==> config.mk <==
export PLATFORM = sky130hd
export DESIGN_NAME = l2_line_read_responder
export DESIGN_NICKNAME = d
export VERILOG_FILES = /design/src/rtl/l2_line_read_responder.sv
export SDC_FILE = /design/constraint.sdc
export NUM_CORES = 2
export LEC_CHECK = 0
export ABC_AREA = 1
export ABC_CLOCK_PERIOD_IN_PS = 64900
export CAP_MARGIN = 20
export CORE_MARGIN = 5
export CORE_UTILIZATION = 35
export CTS_CLUSTER_SIZE = 20
export DETAILED_ROUTE_END_ITERATION = 10
export GPL_TIMING_DRIVEN = 0
export MAX_ROUTING_LAYER = met4
export PLACE_DENSITY = 0.67
export SYNTH_ARGS = -nofsm -noshare
export SYNTH_HDL_FRONTEND = slang
export SYNTH_SLANG_ARGS = --single-unit
export TNS_END_PERCENT = 1
==> constraint.sdc <==
create_clock -name clk -period 64.9 [get_ports clk]
set_input_delay 9.735 -clock clk [delete_from_list [all_inputs] [get_ports clk]]
set_output_delay 9.735 -clock clk [all_outputs]
set_load 0.02 [all_outputs]
==> src/rtl/l2_line_read_responder.sv <==
`default_nettype none
// ============================================================================
// Module      : l2_line_read_responder
// Description : Serves L1 line-read requests with one line-aligned memory burst
//               and returns the assembled line with a one-cycle valid pulse.
//               Optional macro LAST_LINE_BUFFER_EN re-serves the last filled line.
// Revision    : 1.0 - initial release
// ============================================================================
module l2_line_read_responder #(
   parameter int BYTES_PER_LINE = 64,
   parameter int BEAT_BYTES     = 8,
   parameter int OFFSET_SIZE    = $clog2(BYTES_PER_LINE),
   parameter int BEATS          = BYTES_PER_LINE / BEAT_BYTES,
   parameter int DATA_SIZE      = BYTES_PER_LINE * 8
) (
   input  logic                    clk,
   input  logic                    reset,
   input  logic [63:0]             S_R_ADDR,
   input  logic                    S_R_ADDR_VALID,
   output logic [DATA_SIZE-1:0]    S_R_DATA,
   output logic                    S_R_DATA_VALID,
   output logic [63:0]             MEM_R_ADDR,
   output logic                    MEM_R_ADDR_VALID,
   input  logic                    MEM_R_ADDR_READY,
   input  logic [BEAT_BYTES*8-1:0] MEM_R_DATA,
   input  logic                    MEM_R_DATA_VALID
);

   localparam int          c_beat_w    = BEAT_BYTES * 8;
   localparam int          c_cnt_w     = (BEATS > 1) ? $clog2(BEATS) : 1;
   localparam logic [63:0] c_addr_mask = ~64'(BYTES_PER_LINE - 1);
   localparam logic [c_cnt_w-1:0] c_last_beat = c_cnt_w'(BEATS - 1);

   typedef enum logic [2:0] {
      ST_IDLE = 3'd0,
      ST_ADDR = 3'd1,
      ST_FILL = 3'd2,
      ST_RESP = 3'd3,
      ST_GAP  = 3'd4
   } state_t;

   state_t                 r_state;
   state_t                 w_state_next;
   logic [c_cnt_w-1:0]     r_beat_cnt;
   logic [DATA_SIZE-1:0]   r_line;
   logic [DATA_SIZE-1:0]   w_line_next;
   logic                   r_dropped;
   logic [63:0]            w_aligned;
   logic                   w_hit_cond;
   logic                   w_launch;
   logic                   w_hit;
   logic                   w_accept;
   logic                   w_beat_wr;
   logic                   w_fill_done;
   logic                   w_suppress;

   assign w_aligned  = S_R_ADDR & c_addr_mask;
   // A drop seen earlier, or coincident with the last beat, cancels the pulse.
   assign w_suppress = r_dropped | ~S_R_ADDR_VALID;

`ifdef LAST_LINE_BUFFER_EN
   logic                    r_buf_valid;
   logic [63-OFFSET_SIZE:0] r_buf_tag;

   assign w_hit_cond = r_buf_valid && (w_aligned[63:OFFSET_SIZE] == r_buf_tag);

   always_ff @(posedge clk or posedge reset) begin
      if (reset) begin
         r_buf_valid <= 1'b0;
         r_buf_tag   <= '0;
      end else if (w_fill_done) begin
         r_buf_valid <= 1'b1;
         r_buf_tag   <= MEM_R_ADDR[63:OFFSET_SIZE];
      end
   end
`else
   assign w_hit_cond = 1'b0;
`endif

   always_ff @(posedge clk or posedge reset) begin
      if (reset) r_state <= ST_IDLE;
      else       r_state <= w_state_next;
   end

   always_comb begin
      w_state_next = r_state;
      w_launch     = 1'b0;
      w_hit        = 1'b0;
      w_accept     = 1'b0;
      w_beat_wr    = 1'b0;
      w_fill_done  = 1'b0;
      case (r_state)
         ST_IDLE: begin
            if (S_R_ADDR_VALID) begin
               if (w_hit_cond) begin
                  w_hit        = 1'b1;
                  w_state_next = ST_RESP;
               end else begin
                  w_launch     = 1'b1;
                  w_state_next = ST_ADDR;
               end
            end
         end
         ST_ADDR: begin
            if (MEM_R_ADDR_READY) begin
               w_accept     = 1'b1;
               w_state_next = ST_FILL;
            end
         end
         ST_FILL: begin
            if (MEM_R_DATA_VALID) begin
               w_beat_wr = 1'b1;
               if (r_beat_cnt == c_last_beat) begin
                  w_fill_done  = 1'b1;
                  w_state_next = ST_RESP;
               end
            end
         end
         ST_RESP: w_state_next = ST_GAP;
         ST_GAP:  w_state_next = ST_IDLE;
         default: w_state_next = ST_IDLE;
      endcase
   end

   always_comb begin
      w_line_next = r_line;
      for (int b = 0; b < BEATS; b++) begin
         if (c_cnt_w'(b) == r_beat_cnt) begin
            w_line_next[b*c_beat_w +: c_beat_w] = MEM_R_DATA;
         end
      end
   end

   always_ff @(posedge clk or posedge reset) begin
      if (reset) begin
         S_R_DATA         <= '0;
         S_R_DATA_VALID   <= 1'b0;
         MEM_R_ADDR       <= '0;
         MEM_R_ADDR_VALID <= 1'b0;
         r_beat_cnt       <= '0;
         r_line           <= '0;
         r_dropped        <= 1'b0;
      end else begin
         S_R_DATA_VALID <= 1'b0;
         if (w_launch) begin
            MEM_R_ADDR       <= w_aligned;
            MEM_R_ADDR_VALID <= 1'b1;
            r_dropped        <= 1'b0;
         end
         if (w_accept) begin
            MEM_R_ADDR_VALID <= 1'b0;
            r_beat_cnt       <= '0;
         end
         if (((r_state == ST_ADDR) || (r_state == ST_FILL)) && !S_R_ADDR_VALID) begin
            r_dropped <= 1'b1;
         end
         if (w_beat_wr) begin
            r_line <= w_line_next;
            if (!w_fill_done) r_beat_cnt <= r_beat_cnt + c_cnt_w'(1);
         end
         if (w_fill_done && !w_suppress) begin
            S_R_DATA       <= w_line_next;
            S_R_DATA_VALID <= 1'b1;
         end
         if (w_hit) begin
            S_R_DATA       <= r_line;
            S_R_DATA_VALID <= 1'b1;
         end
      end
   end

endmodule
`default_nettype wire
=== Word level (Yosys, flattened, before mapping) ===
Index checks and enable logic that the tools add are counted.

* Output and inout bits: 578
* Flip-flop bits (word level): 1091
* Bits of input ports: 133

* Bitwise gates (word level): 2
* Add/sub/neg operators: 1
* Multiplexer cells: 30
* Reductions and logical operators: 10
* Eq/ne operators: 15

{| class="wikitable"
|+ Operators by type and width
! operator !! count
|-
| 64-bit 2-to-1 mux || 8
|-
| 3-bit 2-to-1 mux || 7
|-
| 1-bit 2-to-1 mux || 14
|-
| 3-bit == test, first input constant || 4
|-
| 3-bit case mux with 4 select lines || 1
|-
| 2-bit != test, second input constant || 4
|-
| 2-bit by 3-bit == test with 1-bit output, first input constant || 2
|-
| 3-bit by 2-bit == test with 1-bit output, second input constant || 2
|-
| 3-bit zero test || 2
|-
| 4-bit AND reduction || 1
|-
| 2-bit nonzero test || 2
|-
| 3-bit by 1-bit adder with 3-bit output, second input constant || 1
|-
| 1-bit by 3-bit == test with 1-bit output, first input constant || 1
|-
| 3-bit by 1-bit == test with 1-bit output, second input constant || 1
|-
| 3-bit == test, second input constant || 1
|-
| 1-bit logical AND || 2
|-
| 1-bit zero test || 2
|-
| 1-bit logical OR || 1
|-
| 1-bit NOT || 1
|-
| 1-bit bitwise OR || 1
|}

=== Longest topological paths before layout ===
* Depth in word-level cells: 6
* Gate-level depth with buffers: 9
* Mapped depth without buffers: 7

=== Worst setup path after synthesis ===
OpenSTA, ideal clock, no wires.

* Kind: input -> register
* Start: input port S_R_ADDR_VALID
* End: register S_R_DATA[10]
* Data required time: 64.835 ns
* Arrival: 10.689 ns
* Setup slack: 54.147 ns
* Library setup time: 0.065 ns
* Stages: 7
* Cells stage by stage: nand3_2 > buf_2 > nor2_8 > buf_2 > buf_2 > nand2_1 > nand2_1

* Word-level cells in the longest chain between the ends: 4

{| class="wikitable"
|+ Ends and longest elaborated chain
! item !! line !! text
|-
| from (decl) || 19 || <nowiki>input logic S_R_ADDR_VALID,</nowiki>
|-
| 1-bit NOT || 59 || <nowiki>assign w_suppress = r_dropped | ~S_R_ADDR_VALID;</nowiki>
|-
| 1-bit bitwise OR || 59 ||
|-
| 1-bit zero test || 161 || <nowiki>if (w_fill_done && !w_suppress) begin</nowiki>
|-
| 1-bit logical AND || 161 ||
|-
| to (signal assigned) || 162 || <nowiki>S_R_DATA <= w_line_next;</nowiki>
|-
| to (signal assigned) || 166 || <nowiki>S_R_DATA <= r_line;</nowiki>
|-
| to (decl) || 20 || <nowiki>output logic [DATA_SIZE-1:0] S_R_DATA,</nowiki>
|}

Every way passes these cells.
A chain may end at the register's enable or synchronous reset.

==> out/metrics.cfg <==
[job]
cap_violations=0

[critical_path]
r2r_slack_ps=61020
cp-start-kind=input pin
slowest_stage=inv_8
worst_ep_required_time_ps=65740
worstPathCellList=clkdlybuf4s50_1 > inv_8 > buf_16 > buf_16 > buf_16 > buf_16 > buf_16 > buf_16
crit_buf_inv=8
slowest_delay_ps=570
crit_fanout=125
crit_path_end_kind=asynchronous set/reset pin
critical-path-top-delay-family=buffers and inverters
crit_arrival_ps=14110
crit_type=in -> async
path_common_cell=buf_16

[power]
vdd_drop_max_mv=0.0275
powerDensity_nw_per_um2=37.2
p_leak_nw=31.1
finalPower_mw=2.27

[routing]
drt_wl_total_mm=197
route.detailed.drc=0
viasPerCell=5.12
vias=44200
antenna_left=0
first_pass_iters=8
drtIter0Drc=4319
wire_per_inst_um=22.9

[floorplan]
io_pins=711
start_util_pct=35.3
fp.dieH_um=377
rows=134
dieArea_um2=142000
coreArea_um2=134000
die_width_um=377

[global_route]
antenna_found_initial=17
grt_pass1_vias=43600
grt_max_degree=126
grt_util_all_layers_pct=27.9
grt_pass1_wl_mm=286
gr-total-overflow=0

[clocking]
cts_setup_buffers=0
cts_max_level=3
clock_latency_ps=770
numCtsBuffers=120
cts_resized=0
tritoncts=done
hold_buffers=0
cts.path.max_buffers=3
cts.sinks=1091
clk_pin_slew_ps=60
cts_root_buf=clkbuf_16

[sta]
fmax_mhz=75.4
timing.final.max_slew_violations=0
tns_ps=0
rsz0062_at_grt=no
setup_viol_count_final=0
slew_headroom_pct=35.4
finalHoldViolations=0
fin_crit_sh_pct=20.4
finalHoldWorstSlack_ps=478
fin_crit_ps=13270
worst_pin_slew_ps=969
fin_skew_ps=30.5

[synthesis]
ys_ff_latch=1091
synthesis.area_um2=47200
syn_avg_cell_area_um2=8.00
yosysSeqAreaShare_pct=57.9
ys_types=22
yosysWarnings=0
syn_inst=5898

[layout]
nNetsFinal=6877
final_common_cell=nand2_1
area.growth.synth_to_final_pct=29.5
num-fill-cells=13000
final_cell_mix=3,012 x nand2_1, 1,091 x dfrtp_1, 1,089 x o21ai_0
drive_gt1_share_pct=6.11

[placement]
gp_congestion=0.939
dp_hpwl_mm=150
port_buffers=698

[min_path]
hold_path_class=reg -> reg

[run_status]
status=completed

==> kinds of logic (layout without fill, tap and decap cells) <==
group           count (synthesis)  in the layout  synth area share, %
other cells                     1             14              0.00795
fa+ha+maj                       6              6                0.159
buf+inv                       617           1560                 5.46
compound gates               1154           1154                 12.2
simple gates                 3029           3029                 24.2
flops                        1091           1091                 57.9
==> cell type report <==
cell class,instances,area (um2),area share [%]
Clock inverter,63,835,1.37
Inverter,205,777,1.27
Antenna cell,8,20.0,0.0328
Clock buffer,167,3470,5.68
Timing Repair Buffer,713,7350,12.0
Multi-Input combinational cell,4195,17300,28.3
Tap cell,1768,2210,3.62
Sequential cell,1091,27300,44.7
Buffer,412,1810,2.96
==> stage by stage <==
step           cells  instance area (um2)  util, %  worst slack, ps
2_1_floorplan   5903                47200        -            24450
3_3_place_gp    8369                56400     42.2            10730
3_5_place_dp    8384                56800     42.5            50670
4_1_cts         8614                61100     45.7            51520
5_1_grt         8618                61100     45.7            51100
6_report        8622                61100     45.7            51630
==> where the power goes <==
group          switching (mW)  internal [mW]  total, mW
Combinational           0.480          0.187      0.666
Clock                   0.305          0.435      0.741
Sequential             0.0605          0.806      0.866
==> state kept, by name, summed over array words and instances, names as in the netlist <==
register and count:
S_R_DATA 512, r_line 512, MEM_R_ADDR 58, r_beat_cnt 3, r_state 3, MEM_R_ADDR_VALID 1
S_R_DATA_VALID 1, r_dropped 1
==> worst paths after layout <==
kind,from,to,cells past startpoint
worst min register to register,r_line[128],r_line[128],2
worst min-delay path,r_line[128],r_line[128],2
min in group asynchronous,reset,S_R_DATA[303],2
worst max-delay path,reset,r_line[463],8
worst max register to register,r_beat_cnt[1],S_R_DATA[59],9
max in group clk,S_R_ADDR_VALID,S_R_DATA[59],8
==> per-layer routing <==
layer / track usage [%] / wire (um) / up-vias
met3: 5.99 / 17000 / 390
met5: - / 0 / -
met1: 34.6 / 78900 / 21600
met4: 10.2 / 8180 / 0
met2: 45.2 / 93200 / 1912
li1: - / - / 20200
==> tightest hold or removal path: cells and delay by family (launching register included) <==
kind          cells  cell delay [ps]
flops             1              340
simple gates      2              100
==> cells in the mapped netlist, drive strengths merged <==
cell    instances  area (um2)
buf           193         983
nand3b          1        7.51
a21oi           1        5.00
clkbuf        219         822
nand4           1        6.26
ha              6        75.1
dfrtp        1091       27300
nand2        3012       11300
conb            1        3.75
inv           205         769
o21ai        1153        5770
nor2            6        46.3
nand3           9        62.6
(Power assumes the default switching activity.)
